===== config.mk =====
export PLATFORM = sky130hd
export DESIGN_NAME = ddr_ui_responder
export DESIGN_NICKNAME = d
export VERILOG_FILES = /design/src/rtl/ddr_ui_responder.sv
export SDC_FILE = /design/constraint.sdc
export NUM_CORES = 1
export LEC_CHECK = 0
export BUFFER_PORTS_ARGS = -buffer_cell sky130_fd_sc_hd__buf_4
export CELL_PAD_IN_SITES_DETAIL_PLACEMENT = 0
export CELL_PAD_IN_SITES_GLOBAL_PLACEMENT = 1
export CORE_ASPECT_RATIO = 1.1
export CORE_MARGIN = 4
export CORE_UTILIZATION = 53
export CTS_CLUSTER_DIAMETER = 60
export DETAILED_ROUTE_END_ITERATION = 10
export PLACE_DENSITY_LB_ADDON = 0.1
export SYNTH_ARGS = -nofsm -noshare
export SYNTH_HDL_FRONTEND = slang
export SYNTH_SLANG_ARGS = --single-unit

===== constraint.sdc =====
create_clock -name clk_i -period 7.25 [get_ports clk_i]
set_clock_uncertainty 0.05 [all_clocks]
set_input_delay 0.3625 -clock clk_i [delete_from_list [all_inputs] [get_ports clk_i]]
set_output_delay 0.3625 -clock clk_i [all_outputs]
set_load 0.01 [all_outputs]

===== src/rtl/ddr_ui_responder.sv =====
// Memory-side responder: queues cache commands/beats and drives a DDR UI.
// Optional sticky protocol checker under `DDR_RESPONDER_CHECK_EN.

module ddr_ui_fifo #(
  parameter int W = 8,
  parameter int D = 8
) (
  input  logic                 clk_i,
  input  logic                 rst_n_i,
  input  logic                 wr_i,
  input  logic [W-1:0]         wdata_i,
  input  logic                 rd_i,
  output logic [W-1:0]         rdata_o,
  output logic                 empty_o,
  output logic                 full_o,
  output logic [$clog2(D):0]   count_o
);
  localparam int AW = $clog2(D);

  logic [W-1:0]  mem_q [D];
  logic [AW-1:0] wptr_q, wptr_d;
  logic [AW-1:0] rptr_q, rptr_d;
  logic [AW:0]   count_q, count_d;
  logic          we, re;

  assign empty_o = (count_q == '0);
  assign full_o  = (count_q == (AW+1)'(D));
  assign count_o = count_q;
  assign rdata_o = mem_q[rptr_q];
  assign we      = wr_i & ~full_o;
  assign re      = rd_i & ~empty_o;

  // Pointer and occupancy update; full writes are dropped.
  always_comb begin
    wptr_d  = wptr_q + AW'(we);
    rptr_d  = rptr_q + AW'(re);
    count_d = count_q + (AW+1)'(we) - (AW+1)'(re);
  end

  // Pointer/count registers.
  always_ff @(posedge clk_i or negedge rst_n_i) begin
    if (!rst_n_i) begin
      wptr_q  <= '0;
      rptr_q  <= '0;
      count_q <= '0;
    end else begin
      wptr_q  <= wptr_d;
      rptr_q  <= rptr_d;
      count_q <= count_d;
    end
  end

  // Storage; contents are don't-care while empty.
  always_ff @(posedge clk_i) begin
    if (we) mem_q[wptr_q] <= wdata_i;
  end
endmodule

module ddr_ui_responder #(
  parameter int CMD_DEPTH   = 8,
  parameter int WDATA_DEPTH = 8,
  parameter int RDATA_DEPTH = 8,
  parameter int ADDR_WIDTH  = 27
) (
  input  logic                  clk_i,
  input  logic                  rst_n_i,
  input  logic [ADDR_WIDTH-1:0] address_i,
  input  logic                  write_i,
  input  logic                  read_i,
  input  logic                  push_i,
  input  logic [63:0]           write_data_i,
  input  logic [7:0]            write_mask_i,
  input  logic                  pull_i,
  output logic [1:0][31:0]      read_data_o,
  output logic                  read_valid_o,
  input  logic                  done_i,
  output logic                  ready_o,
  output logic [ADDR_WIDTH-1:0] mem_addr_o,
  output logic [2:0]            mem_cmd_o,
  output logic                  mem_en_o,
  input  logic                  mem_rdy_i,
  output logic [63:0]           mem_wdf_data_o,
  output logic [7:0]            mem_wdf_mask_o,
  output logic                  mem_wdf_wren_o,
  output logic                  mem_wdf_end_o,
  input  logic                  mem_wdf_rdy_i,
  input  logic [63:0]           mem_rd_data_i,
  input  logic                  mem_rd_data_valid_i
`ifdef DDR_RESPONDER_CHECK_EN
  ,
  output logic                  protocol_error_o
`endif
);
  localparam int OW = $clog2(RDATA_DEPTH) + 1;
  localparam int CW = $clog2(CMD_DEPTH) + 1;
  localparam int DW = $clog2(WDATA_DEPTH) + 1;

  localparam logic [1:0] S_IDLE = 2'd0;
  localparam logic [1:0] S_WR   = 2'd1;
  localparam logic [1:0] S_RD   = 2'd2;

  logic [1:0]          state_q, state_d;
  logic                cmd_done_q, cmd_done_d;
  logic                dat_done_q, dat_done_d;
  logic [OW-1:0]       outst_q, outst_d;
  logic                ready_q, ready_d;
  logic                burst_open_q, burst_open_d;

  logic                cmd_wr, cmd_pop, cmd_empty, cmd_full;
  logic [ADDR_WIDTH:0] cmd_head;
  logic [CW-1:0]       cmd_count;
  logic                head_rd;
  logic [ADDR_WIDTH-1:0] head_addr;

  logic                wdf_pop, wdf_empty, wdf_full;
  logic [71:0]         wdf_head;
  logic [DW-1:0]       wdf_count;

  logic                r_empty, r_full;
  logic [63:0]         r_head;
  logic [OW-1:0]       r_count;

  logic                rd_inc, rd_ret, resv_ok;
  logic                cmd_fire, dat_fire;

  assign cmd_wr    = write_i | read_i;
  assign head_rd   = cmd_head[ADDR_WIDTH];
  assign head_addr = {cmd_head[ADDR_WIDTH-1:2], 2'b00};

  ddr_ui_fifo #(.W(ADDR_WIDTH+1), .D(CMD_DEPTH)) u_cmd (
    .clk_i   (clk_i),
    .rst_n_i (rst_n_i),
    .wr_i    (cmd_wr),
    .wdata_i ({read_i & ~write_i, address_i[ADDR_WIDTH-1:2], 2'b00}),
    .rd_i    (cmd_pop),
    .rdata_o (cmd_head),
    .empty_o (cmd_empty),
    .full_o  (cmd_full),
    .count_o (cmd_count)
  );

  ddr_ui_fifo #(.W(72), .D(WDATA_DEPTH)) u_wdf (
    .clk_i   (clk_i),
    .rst_n_i (rst_n_i),
    .wr_i    (push_i),
    .wdata_i ({write_mask_i, write_data_i}),
    .rd_i    (wdf_pop),
    .rdata_o (wdf_head),
    .empty_o (wdf_empty),
    .full_o  (wdf_full),
    .count_o (wdf_count)
  );

  ddr_ui_fifo #(.W(64), .D(RDATA_DEPTH)) u_rdf (
    .clk_i   (clk_i),
    .rst_n_i (rst_n_i),
    .wr_i    (rd_ret),
    .wdata_i (mem_rd_data_i),
    .rd_i    (pull_i),
    .rdata_o (r_head),
    .empty_o (r_empty),
    .full_o  (r_full),
    .count_o (r_count)
  );

  // UI outputs are all zero outside the command states.
  assign mem_en_o       = ((state_q == S_WR) & ~cmd_done_q) |
                          (state_q == S_RD);
  assign mem_cmd_o      = (state_q == S_RD) ? 3'b001 : 3'b000;
  assign mem_addr_o     = (state_q != S_IDLE) ? head_addr : '0;
  assign mem_wdf_wren_o = (state_q == S_WR) & ~dat_done_q;
  assign mem_wdf_end_o  = mem_wdf_wren_o;
  assign mem_wdf_data_o = mem_wdf_wren_o ? wdf_head[63:0] : '0;
  assign mem_wdf_mask_o = mem_wdf_wren_o ? ~wdf_head[71:64] : '0;

  assign cmd_fire = mem_en_o & mem_rdy_i;
  assign dat_fire = mem_wdf_wren_o & mem_wdf_rdy_i;

  // Beats arriving with nothing outstanding are stale (pre-reset) and dropped.
  assign rd_ret  = mem_rd_data_valid_i & (outst_q != '0);
  assign resv_ok = ({1'b0, outst_q} + {1'b0, r_count}) <
                   (OW+1)'(RDATA_DEPTH);

  assign read_valid_o   = ~r_empty;
  assign read_data_o[0] = r_empty ? 32'h0 : r_head[31:0];
  assign read_data_o[1] = r_empty ? 32'h0 : r_head[63:32];
  assign ready_o        = ready_q;

  // Command sequencer: one UI command per queued entry.
  always_comb begin
    state_d    = state_q;
    cmd_done_d = cmd_done_q;
    dat_done_d = dat_done_q;
    cmd_pop    = 1'b0;
    wdf_pop    = 1'b0;
    rd_inc     = 1'b0;
    unique case (state_q)
      S_IDLE: begin
        if (!cmd_empty) begin
          if (!head_rd && !wdf_empty) state_d = S_WR;
          else if (head_rd && resv_ok) state_d = S_RD;
        end
      end
      S_WR: begin
        if ((cmd_done_q | cmd_fire) && (dat_done_q | dat_fire)) begin
          cmd_pop    = 1'b1;
          wdf_pop    = 1'b1;
          cmd_done_d = 1'b0;
          dat_done_d = 1'b0;
          state_d    = S_IDLE;
        end else begin
          cmd_done_d = cmd_done_q | cmd_fire;
          dat_done_d = dat_done_q | dat_fire;
        end
      end
      S_RD: begin
        if (mem_rdy_i) begin
          cmd_pop = 1'b1;
          rd_inc  = 1'b1;
          state_d = S_IDLE;
        end
      end
      default: state_d = S_IDLE;
    endcase
  end

  // Outstanding reads, ready flag and burst tracking.
  always_comb begin
    outst_d = outst_q;
    if (rd_inc && !rd_ret) begin
      if (outst_q != OW'(RDATA_DEPTH)) outst_d = outst_q + 1'b1;
    end else if (!rd_inc && rd_ret) begin
      outst_d = outst_q - 1'b1;
    end
    ready_d = cmd_empty & wdf_empty & r_empty & (outst_q == '0) &
              (state_q == S_IDLE) & ~(write_i | read_i | push_i);
    burst_open_d = read_i | (burst_open_q & ~done_i);
  end

  // Control registers.
  always_ff @(posedge clk_i or negedge rst_n_i) begin
    if (!rst_n_i) begin
      state_q      <= S_IDLE;
      cmd_done_q   <= 1'b0;
      dat_done_q   <= 1'b0;
      outst_q      <= '0;
      ready_q      <= 1'b0;
      burst_open_q <= 1'b0;
    end else begin
      state_q      <= state_d;
      cmd_done_q   <= cmd_done_d;
      dat_done_q   <= dat_done_d;
      outst_q      <= outst_d;
      ready_q      <= ready_d;
      burst_open_q <= burst_open_d;
    end
  end

`ifdef DDR_RESPONDER_CHECK_EN
  logic err_q, err_d;

  assign protocol_error_o = err_q;

  // Sticky protocol violation flag.
  always_comb begin
    err_d = err_q |
            (write_i & read_i) |
            (cmd_wr & cmd_full) |
            (push_i & wdf_full) |
            (rd_ret & r_full) |
            (pull_i & r_empty) |
            (mem_rd_data_valid_i & (outst_q == '0)) |
            (done_i & ~burst_open_q);
  end

  // Error register.
  always_ff @(posedge clk_i or negedge rst_n_i) begin
    if (!rst_n_i) err_q <= 1'b0;
    else          err_q <= err_d;
  end
`endif

  logic unused_ok;
  assign unused_ok = ^{address_i[1:0], done_i, burst_open_q, cmd_full,
                       wdf_full, r_full, cmd_count, wdf_count};
endmodule


==> results of run 1 <==
-- sequential cells by signal, summed over array words and instances (netlist names) --
| register | cells |
|---|---|
| u_wdf.mem_q | 576 |
| u_rdf.mem_q | 512 |
| u_cmd.mem_q | 208 |
| outst_q | 4 |
| u_cmd.count_o | 4 |
| u_rdf.count_o | 4 |
| u_wdf.count_o | 4 |
| u_cmd.rptr_q | 3 |
| u_cmd.wptr_q | 3 |
| u_rdf.rptr_q | 3 |
| u_rdf.wptr_q | 3 |
| u_wdf.rptr_q | 3 |
| u_wdf.wptr_q | 3 |
| state_q | 2 |
| cmd_done_q | 1 |
| dat_done_q | 1 |
| ready_o | 1 |
-- through the flow --
| step | setup slack, ps | power [W] |
|---|---|---|
| 6_report | 3160 | 0.0247 |
| 5_1_grt | 2890 | 0.0260 |
| 4_1_cts | 3020 | 0.0251 |
| 3_5_place_dp | 3470 | 0.0184 |
| 3_3_place_gp | 3490 | 0.0183 |
| 2_1_floorplan | 682 | 0.0155 |
-- timing repair --
action	in CTS	in global routing
buffers inserted	0	0
hold endpoints to repair	1339	0
hold buffers	168	0
-- layout by cell type (no fill, tap or decap), drive strengths merged, types with 3 or more instances in the layout --
cell type,count
edfxtp,1296
buf,383
mux4,324
nor2,178
clkbuf,172
dlygate4sd3,168
mux2i,154
clkinv,40
dfrtp,39
ha,36
inv,35
xor2,11
nand2,10
a211oi,10
nor2b,10
nand2b,10
diode,9
bufinv,9
a21oi,9
nor3,8
a21o,6
and2,5
xnor2,4
fa,4
conb,4
clkinvlp,3
mux2,3
-- final cells by class --
cell class,instances,share of cell area [%]
Timing Repair Buffer,551,7.46
Sequential cell,1335,65.0
Antenna cell,9,0.0367
Multi-Input combinational cell,812,18.0
Clock inverter,59,0.852
Clock buffer,172,5.88
Tap cell,1270,2.59
Inverter,28,0.171
-- layer usage --
metal,share of wire [%],vias to the layer above
met2,52,647
met3,6.1,157
met4,2.1,4
met1,40,12880
li1,-,10621
met5,0.020,-
-- cell families after synthesis --
family / after synthesis
compound gates: 42
xor+xnor: 15
fa+ha+maj: 40
buf+inv: 143
flops: 1335
mux: 481
other cells: 1
simple gates: 230
-- path summary, 6_finish.rpt --
check / from / endpoint / slack, ps / cells after the start
min: read_i / u_cmd.mem_q[1][25] / 100 / 2
max: u_wdf.rptr_q[1] / mem_wdf_mask_o[2] / 3160 / 5
min in group asynchronous: rst_n_i / ready_o / 140 / 2
max in group asynchronous: rst_n_i / u_wdf.rptr_q[2] / 6550 / 2
max reg2reg: u_wdf.count_o[2] / u_wdf.mem_q[4][6] / 3630 / 6
min reg2reg: u_wdf.wptr_q[0] / u_wdf.wptr_q[0] / 470 / 1
-- report_power, final --
part / internal [W] / switching [W]
Clock: 0.00383 / 0.00271
Sequential: 0.00984 / 0.000794
Combinational: 0.00363 / 0.00389
Total: 0.0173 / 0.00739
==> metrics.log, run 1 <==
INFO  metric cts_max_level = 4
INFO  metric max_freq = around 240 MHz
INFO  metric routed-via-count = between 20000 and 25000
INFO  metric postCtsResizedCells = 0
INFO  metric gp_congestion = between 0.7 and 0.8
INFO  metric synth_simple_gate_area_share = 1.89%
INFO  metric avgViaCountPerCell = 5.74
INFO  metric route.detailed.drc = 0
INFO  metric critical_path_arrival = 3670 ps
INFO  metric grt_busiest_layer = met2
INFO  metric sequential_cell_area = 39900 um2
INFO  metric first_global_vias = about 26000
INFO  metric drt_first_iter_violations = 1752
INFO  metric io_buffer_count = 336
INFO  metric io-pin-count = 344
INFO  metric cts_sinks = 1335
INFO  metric ant_nets = 0
INFO  metric layout-drive-gt1-share = 31.2%
INFO  metric power_leakage = 20.8 nW
INFO  metric timing.critical_path.slowest_cell_delay = ~1100 ps
INFO  metric crit_path_cell_trace = buf_4 -> mux4_2 -> nor2b_1 -> a211oi_1 -> buf_4
INFO  metric grt_pass1_wl = 164 mm
INFO  metric post-route-period-util = between 50% and 60%
INFO  metric synth_most_common_cell = edfxtp_1
INFO  metric ys_seq_area_share = 77.6%
INFO  metric status = complete, no violations
INFO  metric dpl_cell_area = 55500 um2
INFO  metric synth.lib_cells_used.distinct = 51
INFO  metric final.fill_count = 6507
INFO  metric critPathKind = reg -> out
INFO  metric power_per_cell_area = 402 nW/um2
INFO  metric y_dimension_of_the_die = between 300 and 400 um
INFO  metric wire_per_inst = 25.4 um
INFO  metric final_util = 63.9%
INFO  metric dr.pass1.iters = 7
INFO  metric total_negative_setup_slacks = 0 ps
INFO  metric top_cells_by_area_synth = edfxtp_1, mux4_2, mux2i_1
INFO  metric cts_max_path_buffers = 3
INFO  metric die_w = between 300 and 400 um
INFO  metric grt_use_total = a little over a fifth
INFO  metric place.detailed.instances = between 3000 and 4000
INFO  metric grt_max_degree = 86
INFO  metric cp-start-kind = flop
INFO  metric multiInputGateArea = 11000 um2
INFO  metric post_synth_xor_area_fraction = 0.256%
INFO  metric synth-compound-area-share = 0.645%
INFO  metric worst-path-buf-inv = 2
INFO  metric post-route-min-period = 4090 ps
INFO  metric cts_tree = done
INFO  metric vdd_drop_max = 332 uV
INFO  metric layout-area-overhead-vs-synth = 19.4%
INFO  metric post_synth.cell_area_avg = 22.5 um2
INFO  metric groute.layer.met1.usage = around 28%
INFO  metric setup_viol_count_final = 0
INFO  metric worst_slew_margin_rel = approximately 27%
INFO  metric whs = 97.5 ps
INFO  metric setup.worst_path.end_class = primary output
INFO  metric postSynthCellCount = 2287
INFO  metric fp.coreArea = 96000 um2
INFO  metric drt-total-wl = 108 mm
INFO  metric timing.final.max_slew_violations = 0
INFO  metric numCtsBuffers = 135
INFO  metric critical-path-top-delay-family = flip-flops
INFO  metric grt_antenna_before_repair = 9
INFO  metric synth-edff-count = 1296
INFO  metric final_std_cell_area_no_fill = 61400 um2
INFO  metric synthesis.area = 51400 um2
INFO  metric synth_largest_type_area_fraction = 75.7%
INFO  metric die_area = 102000 um2
INFO  metric synthAdderAreaFrac = approximately 1.0%
INFO  metric nets_finish = 3076
INFO  metric worst_ep_required_time = 6840 ps
INFO  metric synth.top_cells.by_count = edfxtp_1, mux4_2, nor2_1
INFO  metric hp-class = in -> reg
INFO  metric final_hold_viol_count = 0
INFO  metric rsz0062_at_grt = no
INFO  metric synth_largest_area_cell = edfxtp_1
INFO  metric initial_core_util = 53.5%
INFO  metric grt_overflow = 0
INFO  metric timing_worst_slew_pin_value = 1100 ps
INFO  metric groute.layer.met2.usage = between 30% and 40%
INFO  metric worst-path-max-fanout = 67
INFO  metric yosys-mux-area-fraction = 17.3%
INFO  metric crit_top_cell = buf_4
INFO  metric dp_hpwl = 58.4 mm
INFO  metric largest_family_of_logic_cells_by_synthesized_area = multiplexers
INFO  metric postSynth.asyncResetShare = 2.92%
INFO  metric cts.clk_slew.worst_paths = 60 ps
INFO  metric cts-root-buf = clkbuf_16
INFO  metric layout.cells.non_filler = roughly 4200
INFO  metric drv.max_cap_violation_count = 0
INFO  metric ys_seq_elements = 1335
INFO  metric use_met3 = 4.86%
INFO  metric clk_latency = 710 ps
INFO  metric synth_warnings = 0
INFO  metric critical_path.slowest_cell = dfrtp_4
INFO  metric synth-main-ff-cell = edfxtp_1
INFO  metric placementRows = 119
No activity file was read; power rests on OpenSTA's default activity.
==> inputs of run 2 (changes only) <==
==> constraint.sdc (replaced) <==
create_clock -name clk_i -period 3.95 [get_ports clk_i]
set_clock_uncertainty 0.05 [all_clocks]
set_input_delay 0.1975 -clock clk_i [delete_from_list [all_inputs] [get_ports clk_i]]
set_output_delay 0.1975 -clock clk_i [all_outputs]
set_load 0.01 [all_outputs]
==> metrics.log, run 2 (synthesis gave the netlist of run 1 again) <==
INFO  metric ant_nets = 0
INFO  metric gp_congestion = 0.717
INFO  metric fp.coreArea = just under 100000 um2
INFO  metric avgViaCountPerCell = 5.69
INFO  metric layout-drive-gt1-share = 31.4%
INFO  metric layout-area-overhead-vs-synth = 20.4%
INFO  metric grt_overflow = 0
INFO  metric layout_top_registers = u_wdf.mem_q: 576 flops, u_rdf.mem_q: 512 flops, u_cmd.mem_q: 208 flops
INFO  metric nets_finish = 3103
INFO  metric die_w = 305 um
INFO  metric hp-class = in -> reg
INFO  metric final_std_cell_area_no_fill = 61900 um2
INFO  metric dpl_cell_area = between 50000 and 60000 um2
INFO  metric cts.clk_slew.worst_paths = ~60 ps
INFO  metric cts_max_level = 4
INFO  metric post-route-min-period = 3350 ps
INFO  metric worst_slew_margin_rel = ~28%
INFO  metric cts_max_path_buffers = 3
INFO  metric grt_max_degree = 66
INFO  metric cts-root-buf = clkbuf_16
INFO  metric grt_antenna_before_repair = 11
INFO  metric wire_per_inst = 25.3 um
INFO  metric status = complete, no violations
INFO  metric placementRows = approximately 120
INFO  metric routed-via-count = ~24000
INFO  metric final_hold_viol_count = 0
INFO  metric drt_first_iter_violations = 1506
INFO  metric crit_path_cell_trace = buf_12 -> mux4_2 -> mux2i_1 -> nor2_1 -> buf_4
INFO  metric max_freq = 299 MHz
INFO  metric final.fill_count = 6529
INFO  metric final_cell_mix = edfxtp_1, buf_4, mux4_2, dlygate4sd3_1, nor2_1
INFO  metric timing_worst_slew_pin_value = 1070 ps
INFO  metric layout.cells.most_common = edfxtp_1
INFO  metric worst_ep_required_time = 3700 ps
INFO  metric drt-total-wl = 108 mm
INFO  metric cts_hold_buf = 173
INFO  metric cts_tree = done
INFO  metric dr.pass1.iters = 5
INFO  metric cts_sinks = approximately 1300
INFO  metric io-pin-count = 344
INFO  metric dp_worst_setup_slack = 1000 ps
INFO  metric critical_path.slowest_cell = dfrtp_4
INFO  metric critical_path_arrival = 3100 ps
INFO  metric rsz0062_at_grt = no
INFO  metric vdd_drop_max = 488 uV
INFO  metric route.detailed.drc = 0
INFO  metric setup.worst_path.end_class = primary output
INFO  metric grt_use_total = 21.3%
INFO  metric setup_viol_count_final = 0
INFO  metric y_dimension_of_the_die = 335 um
INFO  metric die_area = 102000 um2
INFO  metric cts_setup_buffers = 0
INFO  metric clk_latency = a little over 700 ps
INFO  metric timing.final.max_slew_violations = 0
INFO  metric power_per_cell_area = 735 nW/um2
INFO  metric timing.critical_path.slowest_cell_delay = 880 ps
INFO  metric worst-path-max-fanout = 51
INFO  metric first_global_vias = between 20000 and 30000
INFO  metric drv.max_cap_violation_count = 0
INFO  metric postCtsResizedCells = 0
INFO  metric numCtsBuffers = around 140
INFO  metric power_leakage = 21.1 nW
INFO  metric top_register = u_wdf.mem_q
INFO  metric initial_core_util = 53.5%
INFO  metric post-route-period-util = 84.7%
INFO  metric dp_hpwl = 60.0 mm
INFO  metric smallest_setup_slack_after_layout = about 600 ps
INFO  metric io_buffer_count = 336
INFO  metric critPathKind = reg -> out
INFO  metric cp-start-kind = flop
INFO  metric largest_register_ff_count = 576
INFO  metric grt_pass1_wl = 163 mm
[run 2: per-stage QoR]
stage               power (W)  TNS [ps]  utilization [%]  std cells  hold WS (ps)
finish                 0.0455         0             64.5       4268           206
global placement       0.0338         0             58.3       3850           179
CTS                    0.0463         0             64.4       4259           139
floorplan              0.0285   -463510                -       2290          -148
global route           0.0479         0             64.4       4263           177
detailed placement     0.0342         0             58.3       3850           183
[run 2: power by group]
part           switching [W]  internal, W  leakage [nW]  total (W)
Sequential           0.00143       0.0180          12.2     0.0195
Clock                0.00499      0.00684          2.00     0.0118
Combinational        0.00721      0.00696          6.83     0.0142
Total                 0.0136       0.0318          21.1     0.0455
[run 2: path summary, 6_finish.rpt]
check,startpoint,to,slack [ps],cells after the start
max in group asynchronous,rst_n_i,u_rdf.wptr_q[1],2300,4
worst min-delay path,mem_rd_data_i[9],u_rdf.mem_q[6][9],210,2
worst max-delay path,u_wdf.rptr_q[0],mem_wdf_data_o[45],600,5
worst max register to register,state_q[0],u_cmd.count_o[2],1010,10
worst min register to register,u_wdf.wptr_q[0],u_wdf.wptr_q[0],470,1
min in group asynchronous,rst_n_i,u_cmd.count_o[0],580,3
[run 2: worst max-delay path, delay by kind of cell (launching register included)]
family                 cells  cell delay (ps)
flip-flops                 1              880
buffers and inverters      2              600
multiplexers               2              760
AND/OR/NAND/NOR            1              120
[run 2: area by class of cell]
class | instances | area (um2) | share of cell area (%)
clock buffer | 180 | 3700 | 5.99
sequential | 1335 | 39900 | 64.5
tap | 1270 | 1590 | 2.57
multi-input combinational | 812 | 11000 | 17.8
inverter | 28 | 105 | 0.170
clock inverter | 56 | 412 | 0.665
timing repair buffer | 578 | 5120 | 8.28
antenna | 9 | 22.5 | 0.0364
[run 2: per-layer routing]
layer / wire length (um) / track usage (%) / part of all wire, % / vias up
met1: 43200 / 27.7 / 40 / 12840
met2: 57000 / 37.3 / 53 / 601
met3: 5720 / 4.04 / 5.3 / 149
met5: 40 / 0 / 0.037 / -
li1: - / - / - / 10682
met4: 2140 / 6.07 / 2.0 / 6
==> inputs of run 3 (changes only) <==
--- a/config.mk
+++ b/config.mk
@@ -5,12 +5,13 @@
 export SDC_FILE = /design/constraint.sdc
 export NUM_CORES = 1
 export LEC_CHECK = 0
+export ABC_AREA = 1
 export BUFFER_PORTS_ARGS = -buffer_cell sky130_fd_sc_hd__buf_4
 export CELL_PAD_IN_SITES_DETAIL_PLACEMENT = 0
 export CELL_PAD_IN_SITES_GLOBAL_PLACEMENT = 1
 export CORE_ASPECT_RATIO = 1.1
 export CORE_MARGIN = 4
-export CORE_UTILIZATION = 53
+export CORE_UTILIZATION = 45
 export CTS_CLUSTER_DIAMETER = 60
 export DETAILED_ROUTE_END_ITERATION = 10
 export PLACE_DENSITY_LB_ADDON = 0.1
==> constraint.sdc (replaced) <==
create_clock -name clk_i -period 2.75 [get_ports clk_i]
set_clock_uncertainty 0.05 [all_clocks]
set_input_delay 0.1375 -clock clk_i [delete_from_list [all_inputs] [get_ports clk_i]]
set_output_delay 0.1375 -clock clk_i [all_outputs]
set_load 0.01 [all_outputs]
==> metrics.log, run 3 <==
INFO  metric cts_tree = done
INFO  metric sw_frac_of_total = 35.4%
INFO  metric y_dimension_of_the_die = 368 um
INFO  metric synth.top_cells.by_count = edfxtp_1, nor2_1, o21ai_0
INFO  metric hp-class = in -> reg
INFO  metric grt_max_degree = 74
INFO  metric timing_worst_slew_pin_value = 583 ps
INFO  metric drv.max_cap_violation_count = 0
INFO  metric dr.pass1.iters = 5
INFO  metric worst_ep_required_time = about 2600 ps
INFO  metric largest_family_of_logic_cells_by_synthesized_area = compound AO/OA/AOI/OAI gates
INFO  metric critPathKind = reg -> out
INFO  metric power_leakage = 23.3 nW
INFO  metric fp.coreArea = ~120000 um2
INFO  metric synthesis.area = 53000 um2
INFO  metric die_area = ~120000 um2
INFO  metric rrSetupSlack = ~210 ps
INFO  metric top_register = u_wdf.mem_q
INFO  metric grt_antenna_before_repair = 8
INFO  metric grt_overflow = 0
INFO  metric routed-via-count = approximately 34000
INFO  metric worst_setup_path_startpoint = u_rdf.rptr_q[0]
INFO  metric first_global_vias = 32794
INFO  metric vdd_drop_max = 619 uV
INFO  metric synth-main-ff-cell = edfxtp_1
INFO  metric route.detailed.drc = 0
INFO  metric drt_first_iter_violations = 2597
INFO  metric dp_hpwl = a little over 70 mm
INFO  metric io_buffer_count = approximately 340
INFO  metric synth_largest_type_area_fraction = 73.5%
INFO  metric synthAdderAreaFrac = 1.00%
INFO  metric status = complete, no violations
INFO  metric power_per_cell_area = 1110 nW/um2
INFO  metric post-route-min-period = ~2700 ps
INFO  metric layout_top_registers = u_wdf.mem_q: 576 flops, u_rdf.mem_q: 512 flops, u_cmd.mem_q: 208 flops
INFO  metric totalPowerFinal = 0.0745 W
INFO  metric ant_nets = 0
INFO  metric clk_latency = 750 ps
INFO  metric post-route-period-util = 99.1%
INFO  metric layout.cells.most_common = edfxtp_1
INFO  metric postSynth.asyncResetShare = 2.92%
INFO  metric worst_slew_margin_rel = 61.0%
INFO  metric placementRows = 131
INFO  metric post_synth_xor_area_fraction = less than 1%
INFO  metric cts_max_level = 4
INFO  metric share_seq_of_total_power = 36.0%
INFO  metric cts-root-buf = clkbuf_16
INFO  metric switchingPower = 0.0264 W
INFO  metric wire_per_inst = roughly 22 um
INFO  metric max_freq = 367 MHz
INFO  metric initial_core_util = 45.5%
INFO  metric io-pin-count = about 340
INFO  metric drt-total-wl = 140 mm
INFO  metric rsz0062_at_grt = yes
INFO  metric cp-start-kind = flop
INFO  metric timing.final.max_slew_violations = 0
INFO  metric layout-area-overhead-vs-synth = 26.5%
INFO  metric ys_seq_elements = 1335
INFO  metric critical_path_arrival = 2540 ps
INFO  metric setup.worst_path.end_class = primary output
INFO  metric die_w = ~340 um
INFO  metric synth-compound-area-share = between 10 and 15%
INFO  metric worst_hold_startpoint = write_data_i[45]
INFO  metric top_cells_by_area_synth = edfxtp_1, nor2_1, o21ai_0
INFO  metric gp_congestion = 0.745
INFO  metric yosys-mux-area-fraction = 0%
INFO  metric post_synth.cell_area_avg = 12.8 um2
INFO  metric cts.clk_slew.worst_paths = 60 ps
INFO  metric final_hold_viol_count = 0
INFO  metric whs = 109 ps
INFO  metric synth_largest_area_cell = edfxtp_1
INFO  metric synth.lib_cells_used.distinct = 36
INFO  metric numCtsBuffers = 141
INFO  metric final_cell_mix = edfxtp_1, nor2_1, o21ai_0, buf_4, o21ai_1
INFO  metric share_comb_of_total_power = 40.3%
INFO  metric synth_warnings = 0
INFO  metric int_pwr = between 0.04 and 0.05 W
INFO  metric avgViaCountPerCell = 5.34
INFO  metric r2r_start = state_q[1]
INFO  metric cts_sinks = 1335
INFO  metric cts_max_path_buffers = 3
INFO  metric worst-path-max-fanout = 12
INFO  metric nets_finish = 4967
INFO  metric layout-drive-gt1-share = 18.3%
INFO  metric ys_seq_area_share = 75.3%
INFO  metric p_clk_share = around a quarter
INFO  metric largest_register_ff_count = between 500 and 600
INFO  metric grt_use_total = between 20 and 25%
INFO  metric synth_simple_gate_area_share = 9.15%
INFO  metric postSynthCellCount = ~4100
INFO  metric grt_pass1_wl = 204 mm
INFO  metric setup_viol_count_final = 0
INFO  metric synth-edff-count = 1296
INFO  metric synth_most_common_cell = edfxtp_1
==> run 3: cell count changes in the layout (fill, tap and decap cells not counted), moves of 30 or more <==
cell       previous run  this run
inv_1                28        61
o21ai_1               0       252
mux4_2              324         0
nor2_1              160      1074
buf_16                0        36
buf_6                 0        31
buf_12               28        82
nand3_1               2        34
a31oi_1               0       113
o21ai_0               1       658
mux2i_1             154         0
a31oi_2               0        41
clkbuf_16           141       171
nand2_1              10       106
==> run 3: logic make-up (layout without fill, tap and decap cells) <==
| family | Yosys count | count (layout) |
|---|---|---|
| AOI/OAI and AO/OA | 1126 | 1126 |
| other | 1 | 13 |
| adders and majority gates | 40 | 40 |
| xor gates and xnor gates | 14 | 14 |
| buffers and inverters | 340 | 1075 |
| DFF | 1335 | 1335 |
| and+or+nand+nor | 1270 | 1270 |
==> run 3: layout make-up <==
| cell class | count | area (um2) |
|---|---|---|
| timing repair inverter | 6 | 80.1 |
| clock buffer | 191 | 3840 |
| clock inverter | 62 | 433 |
| antenna | 9 | 22.5 |
| timing repair buffer | 743 | 8450 |
| tap | 1529 | 1910 |
| fill | 9378 | 49400 |
| sequential | 1335 | 39900 |
| inverter | 73 | 333 |
| multi-input combinational | 2454 | 12000 |
==> run 3: power by group through the flow <==
stage / clock, W / sequential (W) / combinational [W]
after floorplan: 0 / 0.0270 / 0.0147
after global placement: 0 / 0.0272 / 0.0246
after detailed placement: 0 / 0.0273 / 0.0247
after CTS: 0.0181 / 0.0268 / 0.0283
after global routing: 0.0190 / 0.0270 / 0.0330
final: 0.0177 / 0.0268 / 0.0301
==> run 3: through the flow <==
stage	setup WS, ps	setup TNS (ps)	area [um2]	cells	util (%)
finish	24.5	0	67000	6402	57.6
detailed placement	215	0	58200	5863	50.0
CTS	-66.9	-842	65800	6358	56.6
global route	-71.7	-754	67000	6397	57.6
global placement	220	0	58200	5863	50.0
floorplan	-644	-618490	53000	4129	-
==> run 3: final timing paths <==
| path | cells after the start | endpoint |
|---|---|---|
| max in group asynchronous | 4 | u_wdf.rptr_q[1] |
| min in group asynchronous | 4 | u_cmd.count_o[0] |
| max reg2reg | 13 | u_wdf.count_o[1] |
| min | 2 | u_wdf.mem_q[0][45] |
| max | 8 | read_data_o[32] |
| min reg2reg | 1 | u_cmd.wptr_q[2] |
==> run 3: what timing repair did <==
item	4_1_cts	5_1_grt
hold buffers	173	0
cloned	24	28
endpoints found under the hold margin	1354	0
gates resized for setup	158	149
pin swaps	3	19
buffers inserted	46	11
endpoints found under the setup margin	154	133
==> run 3: critical path, stage by stage (launching register included) <==
cell and delay (ps):
dfrtp_4 510, buf_8 180, inv_16 130, buf_16 160, o21ai_0 90, o21ai_1 70
o21ai_0 90, a31oi_1 340, buf_4 200
==> run 3: per-layer routing <==
layer / GRT usage (%) / routed length [um]
met1: 29.5 / 60700
met2: 36.7 / 69600
met3: 3.52 / 7040
met4: 5.00 / 2380
met5: 0 / 26
